### config.mk
export PLATFORM = sky130hd
export DESIGN_NAME = param_reservation_station_flat
export DESIGN_NICKNAME = d
export VERILOG_FILES = /design/src/rtl/rs_pkg.sv /design/src/rtl/param_reservation_station_if.sv /design/src/rtl/rs_age_matrix.sv /design/src/rtl/param_reservation_station.sv /design/src/flat_wrapper.sv
export SDC_FILE = /design/constraint.sdc
export NUM_CORES = 1
export LEC_CHECK = 0
export ABC_AREA = 1
export CAP_MARGIN = 20
export CORE_MARGIN = 5
export CORE_UTILIZATION = 55
export DETAILED_ROUTE_END_ITERATION = 7
export DONT_BUFFER_PORTS = 1
export PLACE_DENSITY = 0.7
export SLEW_MARGIN = 20
export SYNTH_ARGS = -nofsm -noshare
export SYNTH_HDL_FRONTEND = slang
export SYNTH_HIERARCHICAL = 1
export SYNTH_SLANG_ARGS = --single-unit
### constraint.sdc
create_clock -name clk -period 5.45 [get_ports clk]
set_clock_uncertainty 0.1 [all_clocks]
set_input_delay 1.09 -clock clk [delete_from_list [all_inputs] [get_ports clk]]
set_output_delay 1.09 -clock clk [all_outputs]
set_load 0.02 [all_outputs]
### src/rtl/rs_pkg.sv
// Shared types and helpers for the parametrised reservation station.
// Build option: define RS_WAKEUP_BYPASS_EN to let a slot issue in the same
// cycle its last operand arrives on the CDB (see param_reservation_station).
package rs_pkg;

  // Lifecycle of one reservation-station slot.
  typedef enum logic [1:0] {
    SLOT_FREE  = 2'd0,
    SLOT_WAIT  = 2'd1,
    SLOT_READY = 2'd2
  } slot_state_e;

  // True when every slot tag TAG_BASE..TAG_BASE+NUM_ENTRIES-1 fits in TAG_W bits.
  function automatic bit tag_range_ok(input int tag_base, input int num_entries,
                                      input int tag_w);
    return (tag_base + num_entries) <= (1 << tag_w);
  endfunction

  // True when the slot count is inside the supported range.
  function automatic bit entries_ok(input int num_entries);
    return (num_entries >= 2) && (num_entries <= 16);
  endfunction

endpackage

### src/rtl/param_reservation_station_if.sv
// Dispatch, CDB and issue signals of the reservation station.
// master = dispatch stage / CDB / FU side, slave = the reservation station.
interface param_reservation_station_if #(
  parameter int NUM_ENTRIES = 4,
  parameter int DATA_W      = 8,
  parameter int TAG_W       = 3
);
  localparam int OCC_W = $clog2(NUM_ENTRIES + 1);

  logic              flush;
  logic              disp_valid;
  logic              disp_ready;
  logic              disp_a_vld;
  logic [TAG_W-1:0]  disp_a_tag;
  logic [DATA_W-1:0] disp_a_data;
  logic              disp_b_vld;
  logic [TAG_W-1:0]  disp_b_tag;
  logic [DATA_W-1:0] disp_b_data;
  logic [TAG_W-1:0]  disp_alloc_tag;
  logic              cdb_valid;
  logic [TAG_W-1:0]  cdb_tag;
  logic [DATA_W-1:0] cdb_data;
  logic              issue_valid;
  logic              issue_ready;
  logic [DATA_W-1:0] issue_a;
  logic [DATA_W-1:0] issue_b;
  logic [TAG_W-1:0]  issue_tag;
  logic              full;
  logic [OCC_W-1:0]  occupancy;

  modport master (
    output flush, disp_valid, disp_a_vld, disp_a_tag, disp_a_data,
           disp_b_vld, disp_b_tag, disp_b_data, cdb_valid, cdb_tag, cdb_data,
           issue_ready,
    input  disp_ready, disp_alloc_tag, issue_valid, issue_a, issue_b,
           issue_tag, full, occupancy
  );

  modport slave (
    input  flush, disp_valid, disp_a_vld, disp_a_tag, disp_a_data,
           disp_b_vld, disp_b_tag, disp_b_data, cdb_valid, cdb_tag, cdb_data,
           issue_ready,
    output disp_ready, disp_alloc_tag, issue_valid, issue_a, issue_b,
           issue_tag, full, occupancy
  );

endinterface

### src/rtl/rs_age_matrix.sv
// Age matrix: age_reg[i][j]=1 means slot i is older than slot j.
// Alloc makes a slot youngest, free clears its row/column, and the
// request vector is reduced to the one-hot oldest requester.
module rs_age_matrix #(
  parameter int N = 4
) (
  input  logic         clk,
  input  logic         rst,
  input  logic         clr,
  input  logic [N-1:0] alloc_vec,
  input  logic [N-1:0] free_vec,
  input  logic [N-1:0] req,
  output logic [N-1:0] oldest
);

  logic [N-1:0][N-1:0] age_reg;
  logic [N-1:0][N-1:0] age_next;

  // Alloc first (new slot younger than everyone), then free clears its relations.
  always_comb begin
    age_next = age_reg;
    for (int k = 0; k < N; k++) begin
      if (alloc_vec[k]) begin
        for (int j = 0; j < N; j++) begin
          age_next[k][j] = 1'b0;
          age_next[j][k] = (j != k);
        end
      end
    end
    for (int f = 0; f < N; f++) begin
      if (free_vec[f]) begin
        for (int j = 0; j < N; j++) begin
          age_next[f][j] = 1'b0;
          age_next[j][f] = 1'b0;
        end
      end
    end
  end

  // Matrix register; reset and flush both forget all ordering.
  always_ff @(posedge clk) begin
    if (rst || clr) begin
      age_reg <= '0;
    end else begin
      age_reg <= age_next;
    end
  end

  // A requester wins when it is older than every other requester.
  genvar gi;
  generate
    for (gi = 0; gi < N; gi++) begin : g_oldest
      localparam logic [N-1:0] SELF = N'(1) << gi;
      assign oldest[gi] = req[gi] && (&(age_reg[gi] | ~req | SELF));
    end
  endgenerate

endmodule

### src/rtl/param_reservation_station.sv
// Parametrised reservation station: NUM_ENTRIES two-operand slots that snoop
// the CDB for pending operands and issue the oldest ready slot to one FU.
// Build option RS_WAKEUP_BYPASS_EN: select uses post-wakeup readiness and
// forwards cdb_data to issue_a/b; otherwise a woken slot issues a cycle later.
module param_reservation_station
  import rs_pkg::*;
#(
  parameter int NUM_ENTRIES = 4,
  parameter int DATA_W      = 8,
  parameter int TAG_W       = 3,
  parameter int TAG_BASE    = 0
) (
  input  logic                        clk,
  input  logic                        rst,
  param_reservation_station_if.slave  rs_if
);

  localparam int OCC_W = $clog2(NUM_ENTRIES + 1);

  generate
    if (!tag_range_ok(TAG_BASE, NUM_ENTRIES, TAG_W) || !entries_ok(NUM_ENTRIES)) begin : g_bad_cfg
      $error("param_reservation_station: invalid NUM_ENTRIES/TAG_BASE/TAG_W");
    end
  endgenerate

  // Operand width depends on the instance parameters, so it lives here.
  typedef struct packed {
    logic              vld;
    logic [TAG_W-1:0]  tag;
    logic [DATA_W-1:0] data;
  } operand_t;

  slot_state_e state_reg  [NUM_ENTRIES];
  slot_state_e state_next [NUM_ENTRIES];
  operand_t    opa_reg    [NUM_ENTRIES];
  operand_t    opa_next   [NUM_ENTRIES];
  operand_t    opb_reg    [NUM_ENTRIES];
  operand_t    opb_next   [NUM_ENTRIES];

  logic [NUM_ENTRIES-1:0] busy, a_hit, b_hit, eligible, sel;
  logic [NUM_ENTRIES-1:0] alloc_oh, alloc_vec, free_vec;
  logic [DATA_W-1:0]      a_fwd [NUM_ENTRIES];
  logic [DATA_W-1:0]      b_fwd [NUM_ENTRIES];
  operand_t               disp_a_cap, disp_b_cap;
  logic                   disp_fire, issue_fire;
  logic [OCC_W-1:0]       occ;

  // Per-slot CDB compare, readiness and forwarded operand values.
  genvar gi;
  generate
    for (gi = 0; gi < NUM_ENTRIES; gi++) begin : g_slot
      assign busy[gi]  = (state_reg[gi] != SLOT_FREE);
      assign a_hit[gi] = rs_if.cdb_valid && busy[gi] && !opa_reg[gi].vld &&
                         (opa_reg[gi].tag == rs_if.cdb_tag);
      assign b_hit[gi] = rs_if.cdb_valid && busy[gi] && !opb_reg[gi].vld &&
                         (opb_reg[gi].tag == rs_if.cdb_tag);
`ifdef RS_WAKEUP_BYPASS_EN
      assign eligible[gi] = busy[gi] && (opa_reg[gi].vld || a_hit[gi]) &&
                            (opb_reg[gi].vld || b_hit[gi]);
`else
      assign eligible[gi] = (state_reg[gi] == SLOT_READY);
`endif
      assign a_fwd[gi] = a_hit[gi] ? rs_if.cdb_data : opa_reg[gi].data;
      assign b_fwd[gi] = b_hit[gi] ? rs_if.cdb_data : opb_reg[gi].data;
    end
  endgenerate

  // Dispatched operands may be satisfied by the CDB in the same cycle.
  always_comb begin
    disp_a_cap.tag  = rs_if.disp_a_tag;
    disp_a_cap.vld  = rs_if.disp_a_vld;
    disp_a_cap.data = rs_if.disp_a_data;
    if (!rs_if.disp_a_vld && rs_if.cdb_valid && (rs_if.cdb_tag == rs_if.disp_a_tag)) begin
      disp_a_cap.vld  = 1'b1;
      disp_a_cap.data = rs_if.cdb_data;
    end
    disp_b_cap.tag  = rs_if.disp_b_tag;
    disp_b_cap.vld  = rs_if.disp_b_vld;
    disp_b_cap.data = rs_if.disp_b_data;
    if (!rs_if.disp_b_vld && rs_if.cdb_valid && (rs_if.cdb_tag == rs_if.disp_b_tag)) begin
      disp_b_cap.vld  = 1'b1;
      disp_b_cap.data = rs_if.cdb_data;
    end
  end

  // Lowest-index free slot receives the next dispatch.
  always_comb begin
    logic found;
    found                = 1'b0;
    alloc_oh             = '0;
    rs_if.disp_alloc_tag = TAG_W'(TAG_BASE);
    for (int i = 0; i < NUM_ENTRIES; i++) begin
      if (!found && !busy[i]) begin
        found                = 1'b1;
        alloc_oh[i]          = 1'b1;
        rs_if.disp_alloc_tag = TAG_W'(TAG_BASE + i);
      end
    end
  end

  assign rs_if.full        = &busy;
  assign rs_if.disp_ready  = !rs_if.full;
  assign disp_fire         = rs_if.disp_valid && rs_if.disp_ready;
  assign rs_if.issue_valid = |eligible;
  assign issue_fire        = rs_if.issue_valid && rs_if.issue_ready;
  assign alloc_vec         = alloc_oh & {NUM_ENTRIES{disp_fire}};
  assign free_vec          = sel & {NUM_ENTRIES{issue_fire}};

  rs_age_matrix #(
    .N (NUM_ENTRIES)
  ) u_age (
    .clk       (clk),
    .rst       (rst),
    .clr       (rs_if.flush),
    .alloc_vec (alloc_vec),
    .free_vec  (free_vec),
    .req       (eligible),
    .oldest    (sel)
  );

  // Output mux: OR of the one-hot selected slot, all zero when nothing issues.
  always_comb begin
    rs_if.issue_a   = '0;
    rs_if.issue_b   = '0;
    rs_if.issue_tag = '0;
    for (int i = 0; i < NUM_ENTRIES; i++) begin
      if (sel[i]) begin
        rs_if.issue_a   = rs_if.issue_a | a_fwd[i];
        rs_if.issue_b   = rs_if.issue_b | b_fwd[i];
        rs_if.issue_tag = rs_if.issue_tag | TAG_W'(TAG_BASE + i);
      end
    end
  end

  // Busy-slot count.
  always_comb begin
    occ = '0;
    for (int i = 0; i < NUM_ENTRIES; i++) begin
      occ = occ + OCC_W'(busy[i]);
    end
  end
  assign rs_if.occupancy = occ;

  // Slot next state: issue frees, busy slots wake, the allocated slot loads.
  always_comb begin
    for (int i = 0; i < NUM_ENTRIES; i++) begin
      state_next[i] = state_reg[i];
      opa_next[i]   = opa_reg[i];
      opb_next[i]   = opb_reg[i];
      if (issue_fire && sel[i]) begin
        state_next[i] = SLOT_FREE;
      end else if (busy[i]) begin
        if (a_hit[i]) begin
          opa_next[i].vld  = 1'b1;
          opa_next[i].data = rs_if.cdb_data;
        end
        if (b_hit[i]) begin
          opb_next[i].vld  = 1'b1;
          opb_next[i].data = rs_if.cdb_data;
        end
        state_next[i] = (opa_next[i].vld && opb_next[i].vld) ? SLOT_READY : SLOT_WAIT;
      end else if (alloc_vec[i]) begin
        opa_next[i]   = disp_a_cap;
        opb_next[i]   = disp_b_cap;
        state_next[i] = (disp_a_cap.vld && disp_b_cap.vld) ? SLOT_READY : SLOT_WAIT;
      end
    end
  end

  // Slot registers; flush has the same effect as reset and beats all updates.
  always_ff @(posedge clk) begin
    for (int i = 0; i < NUM_ENTRIES; i++) begin
      if (rst || rs_if.flush) begin
        state_reg[i] <= SLOT_FREE;
        opa_reg[i]   <= '0;
        opb_reg[i]   <= '0;
      end else begin
        state_reg[i] <= state_next[i];
        opa_reg[i]   <= opa_next[i];
        opb_reg[i]   <= opb_next[i];
      end
    end
  end

endmodule
### src/flat_wrapper.sv
// flat-port wrapper written by rule: the top's interface ports become plain ports
module param_reservation_station_flat import rs_pkg::*;
#(
  parameter int NUM_ENTRIES = 4,
  parameter int DATA_W      = 8,
  parameter int TAG_W       = 3,
  parameter int TAG_BASE    = 0
)
  (clk, rst, rs_if_flush, rs_if_disp_valid, rs_if_disp_a_vld, rs_if_disp_a_tag, rs_if_disp_a_data, rs_if_disp_b_vld, rs_if_disp_b_tag, rs_if_disp_b_data, rs_if_cdb_valid, rs_if_cdb_tag, rs_if_cdb_data, rs_if_issue_ready, rs_if_disp_ready, rs_if_disp_alloc_tag, rs_if_issue_valid, rs_if_issue_a, rs_if_issue_b, rs_if_issue_tag, rs_if_full, rs_if_occupancy);
  param_reservation_station_if #(.NUM_ENTRIES(NUM_ENTRIES), .DATA_W(DATA_W), .TAG_W(TAG_W)) rs_if_i ();
  input  logic clk;
  input  logic rst;
  input wire logic [$bits(rs_if_i.flush)-1:0] rs_if_flush;
  input wire logic [$bits(rs_if_i.disp_valid)-1:0] rs_if_disp_valid;
  input wire logic [$bits(rs_if_i.disp_a_vld)-1:0] rs_if_disp_a_vld;
  input wire logic [$bits(rs_if_i.disp_a_tag)-1:0] rs_if_disp_a_tag;
  input wire logic [$bits(rs_if_i.disp_a_data)-1:0] rs_if_disp_a_data;
  input wire logic [$bits(rs_if_i.disp_b_vld)-1:0] rs_if_disp_b_vld;
  input wire logic [$bits(rs_if_i.disp_b_tag)-1:0] rs_if_disp_b_tag;
  input wire logic [$bits(rs_if_i.disp_b_data)-1:0] rs_if_disp_b_data;
  input wire logic [$bits(rs_if_i.cdb_valid)-1:0] rs_if_cdb_valid;
  input wire logic [$bits(rs_if_i.cdb_tag)-1:0] rs_if_cdb_tag;
  input wire logic [$bits(rs_if_i.cdb_data)-1:0] rs_if_cdb_data;
  input wire logic [$bits(rs_if_i.issue_ready)-1:0] rs_if_issue_ready;
  output wire logic [$bits(rs_if_i.disp_ready)-1:0] rs_if_disp_ready;
  output wire logic [$bits(rs_if_i.disp_alloc_tag)-1:0] rs_if_disp_alloc_tag;
  output wire logic [$bits(rs_if_i.issue_valid)-1:0] rs_if_issue_valid;
  output wire logic [$bits(rs_if_i.issue_a)-1:0] rs_if_issue_a;
  output wire logic [$bits(rs_if_i.issue_b)-1:0] rs_if_issue_b;
  output wire logic [$bits(rs_if_i.issue_tag)-1:0] rs_if_issue_tag;
  output wire logic [$bits(rs_if_i.full)-1:0] rs_if_full;
  output wire logic [$bits(rs_if_i.occupancy)-1:0] rs_if_occupancy;
  assign rs_if_i.flush = rs_if_flush;
  assign rs_if_i.disp_valid = rs_if_disp_valid;
  assign rs_if_i.disp_a_vld = rs_if_disp_a_vld;
  assign rs_if_i.disp_a_tag = rs_if_disp_a_tag;
  assign rs_if_i.disp_a_data = rs_if_disp_a_data;
  assign rs_if_i.disp_b_vld = rs_if_disp_b_vld;
  assign rs_if_i.disp_b_tag = rs_if_disp_b_tag;
  assign rs_if_i.disp_b_data = rs_if_disp_b_data;
  assign rs_if_i.cdb_valid = rs_if_cdb_valid;
  assign rs_if_i.cdb_tag = rs_if_cdb_tag;
  assign rs_if_i.cdb_data = rs_if_cdb_data;
  assign rs_if_i.issue_ready = rs_if_issue_ready;
  assign rs_if_disp_ready = rs_if_i.disp_ready;
  assign rs_if_disp_alloc_tag = rs_if_i.disp_alloc_tag;
  assign rs_if_issue_valid = rs_if_i.issue_valid;
  assign rs_if_issue_a = rs_if_i.issue_a;
  assign rs_if_issue_b = rs_if_i.issue_b;
  assign rs_if_issue_tag = rs_if_i.issue_tag;
  assign rs_if_full = rs_if_i.full;
  assign rs_if_occupancy = rs_if_i.occupancy;
  param_reservation_station #(.NUM_ENTRIES(NUM_ENTRIES), .DATA_W(DATA_W), .TAG_W(TAG_W), .TAG_BASE(TAG_BASE)) u_core (.clk(clk), .rst(rst), .rs_if(rs_if_i));
endmodule
==> qor.yml <==
status: "finished, final reports clean"
slowest_delay_ns: 0.49
placementRows: 45
grt_pass1_wl_um: 43700
antenna_cells: 0
relSlewSlack_pct: 33.3
final_common_cell: "nand2_1"
die_y_um: 134
cts_buffer_depth: 2
multi_input_area_um2: 5030
synth_area_per_cell_um2: 5.85
cp.arrival_ns: 2.75
setup_viol: 0
die_x_um: 134
fill_cells: 1522
finalCritPeriodShare_pct: 72.4
numCtsBuffers: 17
end_kind: "primary output"
hold_buffers: 0
cts_root_buffer: "clkbuf_16"
grt_util_all_layers_pct: 31.0
p_leak_uw: 0.00392
synthSimpleGateAreaFrac_pct: 49.2
clk_pin_slew_ns: 0.05
async_reset_ff_share_pct: 0
report.final.slew_viol_count: 0
synth_area_um2: 8460
grt_pass1_vias: 8170
vias_per_cell: 5.63
start_kind: "flop"
drc_errors: 0
ir_drop_mv: 0.214
core_um2: 15100
min_period_ns: 3.94
cp.required_ns: 4.26
grt_max_degree: 92
place_congestion: 0.926
area.growth.synth_to_final_pct: 6.36
htreeDepth: 4
worstSkewPairLatency_ns: 0.43
drive_above_1_share_pct: 9.49
cts_tree: "built"
whs_ns: 0.371
synth.distinct_cells: 34
yosys_warnings: 6
synth_adder_area_share_pct: 0.828
synth_edf_count: 0
port-buffer-count: 0
cts_sinks: 116
worst_pin_slew_ns: 0.996
cpMaxStageDelayCell: "nor2_2"
layout_common_cells: "382 x nand2_1, 232 x nor2_1, 230 x nand3_1"
cts_resized: 0
power_density_nw_per_um2: 247
max_freq_ghz: 0.254
fin_util_pct: 59.4
syn_inst: 1446
seq_area_um2: 2320
max_cap_violations: 0
synth_top_family_by_area: "simple AND/OR/NAND/NOR gates"
synth_compound_area_share_pct: 8.96
dr.first_iter.drc_count: 941
wl_per_cell_um: 17.2
cp_common_cell: "ha_1"
drtAntennaViolNets: 0
power_uw: 2220
worstSetupPathType: "flop to primary output"
synth-xor-area-share_pct: 0.310
first_pass_iters: 5
antenna_found_initial: 0
seq_area_frac_synth_pct: 27.4
cp_max_fo: 13
nNetsFinal: 1468
grt.overflow.total: 0
via_count: 9119
rsz0062_at_grt: "false"
synth-main-ff-cell: "dfxtp_1"
initial_core_util_pct: 55.9
min_path_type: "flop to flop"
finalHoldViolCount: 0
finalSetupTns_ns: 0
muxShareOfSynthArea_pct: 0
ys_ff_latch: 116
num_io_pins: 69
cts_setup_buffers: 0
totalWireLength_um: 27900
dp_hpwl_um: 18700
worstPathCellList: "nor2_2 > buf_4 > inv_2 > fa_1 > ha_1 > ha_1"
die_area_um2: 18000
==> cell families after synthesis <==
kind of cell             after synthesis
buffers and inverters                253
other                                  1
flip-flops                           116
AO/OA/AOI/OAI                        144
XOR/XNOR                               3
AND/OR/NAND/NOR                      924
adder cells (fa/ha/maj)                5
==> final timing paths <==
kind	endpoint	slack, ns	cells after the start	start
max	rs_if_occupancy[1]	1.51	6	u_core/state_reg[0][1]$_SDFFE_PP0N_
min	u_core/opa_reg[0][10]$_SDFFE_PP0P_	0.37	2	u_core/opa_reg[0][10]$_SDFFE_PP0P_
max reg2reg	u_core/opa_reg[1][4]$_SDFFE_PP0P_	2.15	12	u_core/state_reg[0][1]$_SDFFE_PP0N_
min reg2reg	u_core/opa_reg[0][10]$_SDFFE_PP0P_	0.37	2	u_core/opa_reg[0][10]$_SDFFE_PP0P_
==> stage by stage <==
step	setup slack (ns)	area, µm²	cells
after floorplan	2.17	8470	1447
after global placement	1.88	8430	1591
after detailed placement	1.86	8430	1591
after CTS	1.49	9000	1621
after global routing	1.49	9000	1621
final	1.51	9000	1621
==> per-layer routing <==
| layer | GRT usage, % | vias to the layer above | wire (µm) | share of wire [%] |
|---|---|---|---|---|
| li1 | - | 4511 | - | - |
| met1 | 39.2 | 4121 | 11600 | 42 |
| met2 | 51.2 | 417 | 13100 | 47 |
| met3 | 6.60 | 70 | 2190 | 7.8 |
| met4 | 13.8 | 0 | 935 | 3.4 |
| met5 | 0 | - | 0 | 0 |
==> synthesized netlist by cell type (3+ instances only) <==
library cell | instances | area share [%]
nor2_2 | 9 | 0.67
nand3_2 | 7 | 0.83
nand3_1 | 230 | 14
nand3_4 | 4 | 0.83
inv_2 | 13 | 0.58
nand2_1 | 382 | 17
o21ai_0 | 55 | 3.3
buf_6 | 15 | 2.0
nand4_1 | 8 | 0.59
nor2_1 | 235 | 10
clkbuf_1 | 17 | 0.75
a21oi_2 | 9 | 0.93
o21ai_1 | 41 | 2.4
buf_4 | 8 | 0.71
xor2_1 | 3 | 0.31
a21oi_1 | 38 | 2.2
nor2_4 | 10 | 1.3
dfxtp_1 | 116 | 27
ha_1 | 4 | 0.59
clkinv_1 | 9 | 0.40
inv_1 | 171 | 7.6
nand2_4 | 9 | 1.2
nor3_1 | 3 | 0.18
nand2_2 | 20 | 1.5
buf_2 | 14 | 0.83
inv_4 | 5 | 0.37
==> area by class of cell <==
cell class	count	area share [%]
inverter	198	8.40
timing repair buffer	11	0.917
sequential	116	25.8
clock inverter	11	1.53
tap	188	2.61
multi-input combinational	1078	55.9
clock buffer	19	4.81
==> where the power goes <==
part | internal (µW) | total (µW) | leakage, µW | switching (µW)
Sequential | 864 | 873 | 0.000938 | 8.40
Clock | 707 | 1110 | 0.000274 | 403
Combinational | 60.7 | 237 | 0.00271 | 177
Total | 1630 | 2220 | 0.00392 | 587
==> worst max-delay path: cells and delay by family, from the launching register on <==
family	cells	cell delay, ns
flops	1	0.31
simple gates	1	0.49
buf+inv	2	0.48
fa+ha+maj	3	1.05
Note: power is estimated with default switching activity, not from simulation.
==> edit 1, RTL diff (config.mk and constraints unchanged) <==
`TAG_W` is set to 3 in 3 places; all go to 6.
--- a/src/rtl/param_reservation_station_if.sv
+++ b/src/rtl/param_reservation_station_if.sv
@@ -3,7 +3,7 @@
 interface param_reservation_station_if #(
   parameter int NUM_ENTRIES = 4,
   parameter int DATA_W      = 8,
-  parameter int TAG_W       = 3
+  parameter int TAG_W       = 6
 );
   localparam int OCC_W = $clog2(NUM_ENTRIES + 1);
 
--- a/src/rtl/param_reservation_station.sv
+++ b/src/rtl/param_reservation_station.sv
@@ -7,7 +7,7 @@
 #(
   parameter int NUM_ENTRIES = 4,
   parameter int DATA_W      = 8,
-  parameter int TAG_W       = 3,
+  parameter int TAG_W       = 6,
   parameter int TAG_BASE    = 0
 ) (
   input  logic                        clk,
--- a/src/flat_wrapper.sv
+++ b/src/flat_wrapper.sv
@@ -3,7 +3,7 @@
 #(
   parameter int NUM_ENTRIES = 4,
   parameter int DATA_W      = 8,
-  parameter int TAG_W       = 3,
+  parameter int TAG_W       = 6,
   parameter int TAG_BASE    = 0
 )
   (clk, rst, rs_if_flush, rs_if_disp_valid, rs_if_disp_a_vld, rs_if_disp_a_tag, rs_if_disp_a_data, rs_if_disp_b_vld, rs_if_disp_b_tag, rs_if_disp_b_data, rs_if_cdb_valid, rs_if_cdb_tag, rs_if_cdb_data, rs_if_issue_ready, rs_if_disp_ready, rs_if_disp_alloc_tag, rs_if_issue_valid, rs_if_issue_a, rs_if_issue_b, rs_if_issue_tag, rs_if_full, rs_if_occupancy);
Ports: changed (5 resized); port bits go from 69 to 84. The function was not compared with the original's and may differ.
==> edit 1 against the unedited design <==
Sequential cell count rose by 24; setup slack improved by 0.032 ns; routed wire length rose by 17%; power rose by 10%; area after synthesis rose by 13%; critical path depth did not move; maximum frequency rose by 0.82%; non-clock buffer count did not move; worst hold slack got worse by 0.0017 ns; design area rose by 12%.
==> edit 1: results (changes against the unedited design) <==
| Metric | Value |
|---|---|
| Outcome | `finished, final reports clean` |
| Routability cong. | `0.945 (+2.0%)` |
| Slew at the pin closest to its max-slew limit | `1.09 ns (+0.0923 ns)` |
| Top Family by Delay on Critical Path | `adder cells` |
| Synth Warn # | `6 (unchanged)` |
| Mux contribution to synthesized area | `0% (unchanged)` |
| Worst R2R Setup Slack | `2.06 ns (-0.09 ns)` |
| Critical Path Sink | `rs_if_occupancy[1]` |
| Largest net degree at the start of global routing | `54 (-41%)` |
| GR Util All Layers | `32.2% (+1.1 points)` |
| Most frequent cells after synthesis | `379 x nand2_1, 351 x nand3_1, 273 x inv_1` |
| Share of cells above drive strength 1 | `7.65% (-1.8 points)` |
| H-Tree Depth | `4 (unchanged)` |
| Crit-path max FO | `14 (+1)` |
| First-pass GRT wire length | `51000 um (+17%)` |
| Wirelength per Cell | `18.2 um (+5.7%)` |
| Worst skew pair latency | `0.43 ns (about the same)` |
| Synth Area in Compound Gates | `10.3% (+1.3 points)` |
| Area contributors post-synth | `dfxtp_1 29%, nand3_1 18%, nand2_1 15%, inv_1 11%, a21oi_1 7.2%` |
| Maximum VDD drop | `0.000211 V (-1.1%)` |
| Root buffer cell | `clkbuf_16` |
| Fill cells | `1762 (+16%)` |
| Ys flop type | `dfxtp_1` |
| Initial drt markers | `1447 (+54%)` |
| Max incr delay on CP | `0.46 ns (-0.03 ns)` |
| Worst flop-to-flop path startpoint | `u_core/state_reg[1][1]` |
| Worst Hold Depth | `2 (unchanged)` |
| Hold Startpoint | `u_core/opa_reg[1][8]` |
| R2R Path End | `u_core/opa_reg[1][13]` |
| Met3 GRT Util | `7.48% (+0.88 points)` |
| Hold Crit Endpoint | `u_core/opa_reg[1][8]` |
| Vias in the first global route | `9427 (+15%)` |
| Xor/xnor share of the synthesized area | `0.643% (+0.33 points)` |
| Maximum root-to-sink buffer count | `2 (unchanged)` |
| Reg2reg path depth | `11 (-1)` |
| Met1 GRT Util | `43.2% (+4.1 points)` |
| Final nets | `1612 (+9.8%)` |
| CP max stage cell | `fa_1` |
| Met2 usage | `50.6% (-0.50 points)` |
| Worst EP arrival | `2.72 ns (-0.03 ns)` |
| Leakage power | `0.00477 uW (+22%)` |
| Routed vias/inst | `5.76 (+2.4%)` |
| Post-Synth Adder-Cell Area | `0.997% (+0.17 points)` |
| Post-cts resize count | `0 (unchanged)` |
| Total iterations of the first detailed-routing run | `6 (+1)` |
| HPWL after DPL | `22000 um (+17%)` |
| Yosys cell types | `33 (-2.9%)` |
| Part of the Yosys area used for sequential elements | `29.4% (+2.0 points)` |
-- edit 1: cell types whose count changed after synthesis, sizes merged, moves of 2 or more --
cell,before,now
a21oi,47,137
buf,38,36
clkbuf,17,31
dfxtp,116,140
ha,4,6
inv,189,286
nand2,413,402
nand3,241,363
nand4,8,25
nor2,255,80
nor3,5,0
o21ai,97,59
xnor2,0,6
xor2,3,1
-- edit 1: final cells by class --
cell class / instances / area, um^2 / share of cell area [%]
Sequential cell: 140 / 2800 / 27.7
Tap cell: 225 / 282 / 2.78
Timing Repair Buffer: 11 / 82.6 / 0.816
Clock inverter: 13 / 121 / 1.20
Clock buffer: 19 / 433 / 4.28
Multi-Input combinational cell: 1091 / 5290 / 52.3
Inverter: 294 / 1110 / 11.0
-- edit 1: power by group --
group / leakage [uW] / internal, uW / switching [uW]
Clock: 0.000267 / 630 / 478
Sequential: 0.00113 / 1040 / 7.81
Combinational: 0.00337 / 73.4 / 215
-- edit 1: metrics by stage --
step	hold slack [ns]	total power, uW	instance area (um^2)	worst slack, ns	std cells
6_report	0.369	2450	10100	1.54	1793
4_1_cts	0.372	2450	10100	1.60	1793
2_1_floorplan	0.343	1290	9560	2.04	1592
5_1_grt	0.393	2530	10100	1.42	1793
3_3_place_gp	0.355	1350	9570	1.75	1761
3_5_place_dp	0.361	1350	9570	1.70	1761
-- edit 1: layer usage --
layer	share of wire, %	up-vias
met2	44	590
met5	0	-
li1	-	4981
met3	11	97
met4	3.2	0
met1	41	4657
-- edit 1: cell families after synthesis --
| kind of cell | after synthesis |
|---|---|
| fa+ha+maj | 7 |
| xor+xnor | 7 |
| buf+inv | 361 |
| other cells | 1 |
| simple gates | 873 |
| compound gates | 196 |
| flops | 140 |
==> edit 2, RTL diff (config.mk and constraints unchanged) <==
Without the edit above. The option `RS_WAKEUP_BYPASS_EN` is turned on by a define.
--- a/src/rtl/param_reservation_station.sv
+++ b/src/rtl/param_reservation_station.sv
@@ -2,6 +2,8 @@
 // the CDB for pending operands and issue the oldest ready slot to one FU.
 // Build option RS_WAKEUP_BYPASS_EN: select uses post-wakeup readiness and
 // forwards cdb_data to issue_a/b; otherwise a woken slot issues a cycle later.
+`define RS_WAKEUP_BYPASS_EN
+
 module param_reservation_station
   import rs_pkg::*;
 #(
Function: changed (Yosys sat finds a counterexample within 4 cycles, from zero or initial values).
==> edit 2 against the unedited design <==
Routed wire length rose by 4.7%; setup slack got worse by 0.74 ns; sequential cell count unchanged; design area is 0.15% lower; power is 0.62% higher; area after synthesis down 0.80%; largest cell class unchanged; largest power group unchanged; highest routed layer unchanged.
==> edit 2: results (changes against the unedited design) <==
| Metric | Value |
|---|---|
| Routed vias | `9273 (+1.7%)` |
| First-pass GRT wire length | `45600 um (+4.3%)` |
| Worst flop-to-flop path startpoint | `u_core/state_reg[1][0]` |
| Final nets | `1437 (-2.1%)` |
| Initial drt markers | `863 (-8.3%)` |
| WL final | `29200 um (+4.7%)` |
| Initial antenna violation count | `0 (unchanged)` |
| Worst hold slack | `0.379 ns (+0.00848 ns)` |
| Most frequent cells after synthesis | `340 x nand2_1, 230 x inv_1, 178 x nand3_1` |
| Top Family by Delay on Critical Path | `simple AND/OR/NAND/NOR gates` |
| Maximum root-to-sink buffer count | `2 (unchanged)` |
| Total iterations of the first detailed-routing run | `6 (+1)` |
| Routability cong. | `0.970 (+4.8%)` |
| Crit-path max FO | `25 (+12)` |
| Vias in the first global route | `8719 (+6.7%)` |
| GR Util All Layers | `32.7% (+1.7 points)` |
| HPWL after DPL | `20700 um (+10%)` |
| Post-Syn Instances | `1434 (-0.83%)` |
| Final hold vios | `0 (unchanged)` |
| Yosys cell types | `37 (+8.8%)` |
| Worst EP arrival | `3.50 ns (+0.75 ns)` |
| Crit. Startpoint | `rs_if_cdb_tag[0]` |
| # diodes | `0 (unchanged)` |
| CP max stage cell | `or2_2` |
| Maximum VDD drop | `0.000217 V (+1.6%)` |
| Leakage power | `0.00387 uW (-1.3%)` |
| Worst R2R Setup Slack | `2.19 ns (+0.04 ns)` |
| Max incr delay on CP | `0.38 ns (-0.11 ns)` |
| Share of cells above drive strength 1 | `6.48% (-3.0 points)` |
| Largest net degree at the start of global routing | `51 (-45%)` |
| Part of the Yosys area used for sequential elements | `27.7% (+0.22 points)` |
| Non-Filler Instances | `1592 (-1.8%)` |
| Area contributors post-synth | `dfxtp_1 28%, nand2_1 15%, nand3_1 11%, inv_1 10%, nor2_1 6.8%` |
| Hold Startpoint | `u_core/opb_reg[3][4]` |
| Outcome | `finished, final reports clean` |
| Max_slew headroom | `43.4% (+10 points)` |
| # Post-CTS Setup Buffers | `0 (unchanged)` |
## edit 2: cell count changes in the layout (fill, tap and decap cells not counted), moves of 15 or more
cell	change
o21ai_1	-39
a21oi_1	+69
buf_4	+17
o211ai_1	+50
nand2_2	-15
nor2_1	-84
inv_1	+59
nand3_1	-52
nand2_1	-42
o21ai_0	+41
## edit 2: where the power goes
group          internal [uW]  leakage [uW]  switching [uW]
clock network            683      0.000286             456
logic                   67.8       0.00264             154
registers                864      0.000938            8.33
## edit 2: stage by stage
step	util, %	cell area (um^2)	power (uW)	setup WS (ns)
after floorplan	-	8400	1060	1.21
after global placement	55.6	8390	1110	0.842
after detailed placement	55.6	8390	1110	0.814
after CTS	59.6	8990	2240	0.798
after global routing	59.6	8990	2320	0.517
final	59.6	8990	2230	0.763
## edit 2: final timing paths
| path | endpoint | depth (start not counted) |
|---|---|---|
| setup / recovery | rs_if_issue_a[4] | 17 |
| hold / removal | u_core/opb_reg[3][4] | 2 |
| setup reg to reg | u_core/u_age/age_reg[9] | 17 |
| hold reg to reg | u_core/opb_reg[3][4] | 2 |
## edit 2: logic make-up after synthesis
family / Yosys count / synth area share (%)
compound gates: 277 / 18.7
xor+xnor: 8 / 0.835
simple gates: 699 / 35.7
fa+ha+maj: 5 / 0.835
flops: 116 / 27.7
other cells: 1 / 0.0447
buf+inv: 328 / 16.2
## edit 2: tightest hold or removal path, delay by kind of cell, from the launching register on
| family | cells | cell delay, ns |
|---|---|---|
| AND/OR/NAND/NOR | 1 | 0.08 |
| AO/OA/AOI/OAI | 1 | 0.04 |
| flip-flops | 1 | 0.32 |
## edit 2: per-layer routing
layer / up-vias / part of all wire, % / wire, um / GRT usage, %
met4: 0 / 5.0 / 1460 / 16.6
met2: 455 / 48 / 13900 / 55.9
met1: 4224 / 39 / 11300 / 38.0
met3: 106 / 8.7 / 2530 / 8.01
li1: 4488 / - / - / -
met5: - / 0 / 0 / 0
## edit 2: area by class of cell
class	count	area, um^2
clock buffers	17	425
fillers	1570	6100
clock inverters	15	168
multi-input cells	991	4740
repair buffers	28	210
flip-flops and latches	116	2320
well taps	188	235
inverters	237	890
